### src/rtl/bus_pkg.sv
// ---------------------------------------------------------------------------
// bus_pkg
// Shared definitions for the two-master memory arbiter.
//   DEF_ADDR_WIDTH / DEF_DATA_WIDTH : default bus widths
//   ALIGN_MASK                      : value addr[1:0] must hold for a word access
//   state_t                         : transaction FSM states
// ---------------------------------------------------------------------------
package bus_pkg;

    localparam int DEF_ADDR_WIDTH = 32;
    localparam int DEF_DATA_WIDTH = 32;

    localparam logic [1:0] ALIGN_MASK = 2'b00;

    typedef enum logic [1:0] {
        IDLE  = 2'd0,
        ISSUE = 2'd1,
        RESP  = 2'd2
    } state_t;

endpackage

### src/rtl/rr_arbiter2.sv
// ---------------------------------------------------------------------------
// rr_arbiter2
// Combinational two-way round-robin grant.
//   i_req[1:0]   : request from master 1 / master 0
//   i_lastGrant  : master granted most recently (0 = m0, 1 = m1)
//   o_grant[1:0] : one-hot grant, all zero when nobody requests
// ---------------------------------------------------------------------------
module rr_arbiter2 (
    input  logic [1:0] i_req,
    input  logic       i_lastGrant,
    output logic [1:0] o_grant
);

    // On a tie the master that did not win last time gets the bus.
    always_comb begin
        o_grant = 2'b00;
        case (i_req)
            2'b01:   o_grant = 2'b01;
            2'b10:   o_grant = 2'b10;
            2'b11:   o_grant = i_lastGrant ? 2'b01 : 2'b10;
            default: o_grant = 2'b00;
        endcase
    end

endmodule

### src/rtl/mem_arbiter.sv
// ---------------------------------------------------------------------------
// mem_arbiter
// Shares one synchronous memory port between two masters, one transaction
// at a time, using round-robin arbitration. Each transaction takes three
// cycles: IDLE (grant + latch), ISSUE (drive bus), RESP (ack).
//   clk, reset (async, active low)
//   m0_*/m1_*  : req, we, addr, wdata in; ack, rdata, err out
//   address, dataOut, busWriteEnable : memory bus outputs
//   dataIn     : memory read data, registered by the memory
// ---------------------------------------------------------------------------
module mem_arbiter
    import bus_pkg::*;
#(
    parameter int ADDR_WIDTH = bus_pkg::DEF_ADDR_WIDTH,
    parameter int DATA_WIDTH = bus_pkg::DEF_DATA_WIDTH
) (
    input  logic                  clk,
    input  logic                  reset,

    input  logic                  m0_req,
    input  logic                  m0_we,
    input  logic [ADDR_WIDTH-1:0] m0_addr,
    input  logic [DATA_WIDTH-1:0] m0_wdata,
    output logic                  m0_ack,
    output logic [DATA_WIDTH-1:0] m0_rdata,
    output logic                  m0_err,

    input  logic                  m1_req,
    input  logic                  m1_we,
    input  logic [ADDR_WIDTH-1:0] m1_addr,
    input  logic [DATA_WIDTH-1:0] m1_wdata,
    output logic                  m1_ack,
    output logic [DATA_WIDTH-1:0] m1_rdata,
    output logic                  m1_err,

    output logic [ADDR_WIDTH-1:0] address,
    output logic [DATA_WIDTH-1:0] dataOut,
    output logic                  busWriteEnable,
    input  logic [DATA_WIDTH-1:0] dataIn
);

    state_t                r_state;
    // Last-grant bit doubles as the in-flight winner: it only changes on
    // the IDLE->ISSUE edge, so during ISSUE/RESP it names the owner.
    logic                  r_lastGrant;
    logic                  r_we;
    logic [ADDR_WIDTH-1:0] r_addr;
    logic [DATA_WIDTH-1:0] r_wdata;

    logic [1:0]            w_grant;
    logic                  w_inIssue;
    logic                  w_inResp;
    logic                  w_aligned;
    logic                  w_ack0;
    logic                  w_ack1;
    logic                  w_readOk;

    rr_arbiter2 u_rrArbiter (
        .i_req       ({m1_req, m0_req}),
        .i_lastGrant (r_lastGrant),
        .o_grant     (w_grant)
    );

    // Reset prefers m0 on the first tie by pretending m1 won last.
    always_ff @(posedge clk or negedge reset) begin
        if (!reset) begin
            r_state     <= IDLE;
            r_lastGrant <= 1'b1;
            r_we        <= 1'b0;
            r_addr      <= '0;
            r_wdata     <= '0;
        end else begin
            case (r_state)
                IDLE: begin
                    if (w_grant != 2'b00) begin
                        r_state     <= ISSUE;
                        r_lastGrant <= w_grant[1];
                        r_we        <= w_grant[1] ? m1_we    : m0_we;
                        r_addr      <= w_grant[1] ? m1_addr  : m0_addr;
                        r_wdata     <= w_grant[1] ? m1_wdata : m0_wdata;
                    end
                end
                ISSUE:   r_state <= RESP;
                RESP:    r_state <= IDLE;
                default: r_state <= IDLE;
            endcase
        end
    end

    // Outputs decode straight from state so an async reset clears them
    // (including busWriteEnable) in the same instant.
    assign w_inIssue = (r_state == ISSUE);
    assign w_inResp  = (r_state == RESP);
    assign w_aligned = (r_addr[1:0] == ALIGN_MASK);

    assign address        = w_inIssue ? r_addr  : '0;
    assign dataOut        = w_inIssue ? r_wdata : '0;
    assign busWriteEnable = w_inIssue & r_we & w_aligned;

    assign w_ack0   = w_inResp & ~r_lastGrant;
    assign w_ack1   = w_inResp &  r_lastGrant;
    assign w_readOk = ~r_we & w_aligned;

    assign m0_ack   = w_ack0;
    assign m1_ack   = w_ack1;
    assign m0_err   = w_ack0 & ~w_aligned;
    assign m1_err   = w_ack1 & ~w_aligned;
    assign m0_rdata = (w_ack0 && w_readOk) ? dataIn : '0;
    assign m1_rdata = (w_ack1 && w_readOk) ? dataIn : '0;

endmodule

### config.mk
export PLATFORM = sky130hd
export DESIGN_NAME = mem_arbiter
export DESIGN_NICKNAME = d
export VERILOG_FILES = /design/src/rtl/bus_pkg.sv /design/src/rtl/rr_arbiter2.sv /design/src/rtl/mem_arbiter.sv
export SDC_FILE = /design/constraint.sdc
export NUM_CORES = 1
export LEC_CHECK = 0
export CORE_MARGIN = 4
export CORE_UTILIZATION = 35
export CTS_BUF_LIST = sky130_fd_sc_hd__clkbuf_16
export DETAILED_ROUTE_END_ITERATION = 10
export HOLD_SLACK_MARGIN = 0.05
export PLACE_DENSITY = 0.82
export SYNTH_ARGS = -nofsm -noshare
export SYNTH_HDL_FRONTEND = slang
export SYNTH_SLANG_ARGS = --single-unit
### constraint.sdc
create_clock -name clk -period 2.29 [get_ports clk]
set_input_delay 0.458 -clock clk [delete_from_list [all_inputs] [get_ports clk]]
set_output_delay 0.458 -clock clk [all_outputs]
set_load 0.005 [all_outputs]
==> results of run 1 <==
-- logic make-up (layout without fill, tap and decap cells) --
kind of cell	count (synthesis)	after routing	share of synthesized area
AND/OR/NAND/NOR	270	270	0.345
buffers and inverters	50	347	0.0526
flip-flops	68	68	0.416
AO/OA/AOI/OAI	134	134	0.186
-- cell type report --
cell class,instances,area (um2)
clock buffers,9,225
clock inverters,7,57.6
fillers,956,3770
inverters,2,7.51
multi-input cells,404,2260
flip-flops and latches,68,1700
well taps,143,179
repair buffers,329,3220
-- state kept, by name, indices dropped and copies added, names as in the netlist --
name / flops
r_lastGrant: 1
r_wdata: 32
r_addr: 32
r_we: 1
r_state: 2
-- where the power goes --
part           internal [mW]  total (mW)  switching, mW
registers               1.83        2.19          0.357
logic                   2.02        3.95           1.93
clock network          0.827        1.34          0.517
total                   4.68        7.49           2.81
-- timing repair --
item / in CTS / in global routing
resized for setup: 287 / 113
setup buffers: 6 / 1
pin swaps: 0 / 21
endpoints found under the setup margin: 131 / 81
cloned: 3 / 3
-- per-layer routing --
layer | GRT usage | up-vias
met3 | 0.0574 | 40
met1 | 0.277 | 2309
met4 | 0.121 | 0
li1 | - | 2332
met5 | 0 | -
met2 | 0.440 | 243
-- metrics by stage --
stage	cell area [um2]	TNS, ps	utilization	hold slack, ps	setup WS, ps
CTS	7640	-1500	0.669	278	-98.8
global route	7650	-5200	0.670	315	-144
detailed placement	7260	-3.66	0.636	529	-3.66
finish	7650	-2130	0.670	227	-88.8
global placement	7260	0	0.636	521	45.9
floorplan	4090	0	-	162	506
-- synth_stat cells, drive strengths merged --
master	number
nand2	130
and2	129
dfrtp	67
a21oi	66
a31oi	66
clkbuf	33
buf	15
nor2	4
inv	2
nor4	2
a21bo	1
a21boi	1
and2b	1
and3	1
dfstp	1
nand3b	1
or2	1
or3b	1
-- worst paths after layout --
check / start / endpoint / cells after the start
min in group clk: r_wdata[26] / r_wdata[26] / 2
hold / removal: reset / r_wdata[3] / 1
max in group asynchronous: reset / r_wdata[17] / 1
setup reg to reg: r_lastGrant / r_addr[18] / 5
hold reg to reg: r_wdata[26] / r_wdata[26] / 2
setup / recovery: r_lastGrant / m0_rdata[9] / 6
==> results.py, run 1 <==
metrics = {
    "synth": {
        "synth_top_area_share": 0.410,
        "avgSynthCellArea_um2": 7.83,
        "synth.yosys.seq_area_share": 0.416,
        "synth_fp_nets": 688,
        "netlist_area_um2": 4090,
        "synth_area_leader_cell": "dfrtp_1",
        "synthDistinctLibCells": 22,
        "synth_area_leaders": "dfrtp_1, and2_1, nand2_1",
        "ys_ff_latch": 68,
        "ys_warn_count": 0,
        "netlist_instances": 522,
    },
    "timing": {
        "finalSetupViolCount": 37,
        "clock.fmax_ghz": 0.420,
        "finalMaxSlewViolations": 0,
        "fin_crit_sh": 1.04,
        "final.setup_skew_ps": 4.55,
        "rsz0062_at_grt": "yes",
        "period_minus_slack_ps": 2380,
        "worstMarginPinSlew_ps": 872,
        "maxSlewHeadroom": 0.419,
        "setup_ws_ps": -88.8,
        "finalHoldViolCount": 0,
    },
    "global_route": {
        "track_usage": 0.247,
        "grt_pass1_vias": 5090,
        "grt-ovfl-total": 0,
        "antenna_found_initial": 0,
        "grt_start_max_net_pins": 69,
        "grt_first_pass_wirelength_um": 26000,
    },
    "hold_path": {
        "hold_class": "primary input to asynchronous set/reset pin",
    },
    "clock_network": {
        "cts.path.max_buffers": 2,
        "clkSinkCount": 68,
        "clockRootBuffer": "clkbuf_16",
        "clk_latency_ps": 330,
        "cts_buffers": 9,
        "ctsHtreeMaxLevel": 3,
        "path_clk_slew_ps": 60,
        "hold_buffers": 0,
        "cts_tree": "done",
    },
    "place": {
        "place_inst": 934,
        "place_congestion": 0.853,
        "dpl.hpwl_um": 12500,
        "io_buffers": 298,
    },
    "setup_path": {
        "crit_chain": "or3b_4, nor4_4, buf_6, clkbuf_16, and2_4, buf_6",
        "cp_num_buf_inv": 3,
        "cp_max_fo": 8,
        "cp.arrival_ps": 1920,
        "crit_path_end_kind": "output pin",
        "path_delay_family": "simple AND/OR/NAND/NOR gates",
        "cp_common_cell": "buf_6",
        "cp.required_ps": 1830,
        "reg2reg_slack_ps": 670,
        "critical_path_class": "flop to output pin",
        "critPathSlowestCell": "or3b_4",
        "crit_path_start_kind": "flop",
        "cpPeakStageDelay_ps": 420,
    },
    "detailed_routing": {
        "drt-pass1-iter-count": 4,
        "drtIter0Drc": 254,
        "top_layer": "met4",
        "ant_nets": 0,
        "wl_met1_um": 6430,
        "wl_per_cell_um": 18.3,
        "drc": 0,
        "wl_met3_um": 1470,
        "vias_per_cell": 5.12,
        "vias": 4924,
        "wl_um": 17600,
        "wl_met2_um": 9080,
    },
    "layout": {
        "final_nets": 980,
        "final_cell_mix": "clkdlybuf4s50_1, nand2_1, and2_1, dfrtp_1",
        "final_common_cell": "clkdlybuf4s50_1",
        "area_growth_pct": 87.1,
        "final_cells": 962,
        "diodes": 0,
        "layout-drive-gt1-share": 0.204,
    },
    "run_status": {
        "status": "complete, but fails checks",
        "failed_checks": "negative setup slack",
    },
    "floorplanning": {
        "die_area_um2": 13500,
        "boundaryPins": 299,
        "initial_core_util": 0.358,
        "die_w_um": 116,
        "dieHeight_um": 116,
        "num_rows": 39,
        "core_um2": 11400,
    },
    "power_and_ir_drop": {
        "leakage_nw": 3.52,
        "ir_drop_mv": 0.606,
        "power_mw": 7.49,
        "power_density_nw_per_um2": 978,
    },
    "job": {
        "cap_violations": 0,
    },
}
(Power assumes the default switching activity.)
==> run 2, diff against run 1 <==
--- a/config.mk
+++ b/config.mk
@@ -11,6 +11,7 @@
 export DETAILED_ROUTE_END_ITERATION = 10
 export HOLD_SLACK_MARGIN = 0.05
 export PLACE_DENSITY = 0.82
+export SLEW_MARGIN = 20
 export SYNTH_ARGS = -nofsm -noshare
 export SYNTH_HDL_FRONTEND = slang
 export SYNTH_SLANG_ARGS = --single-unit
==> results of run 2 <==
The final DEF is identical to that of run 1; final timing and power are the same.
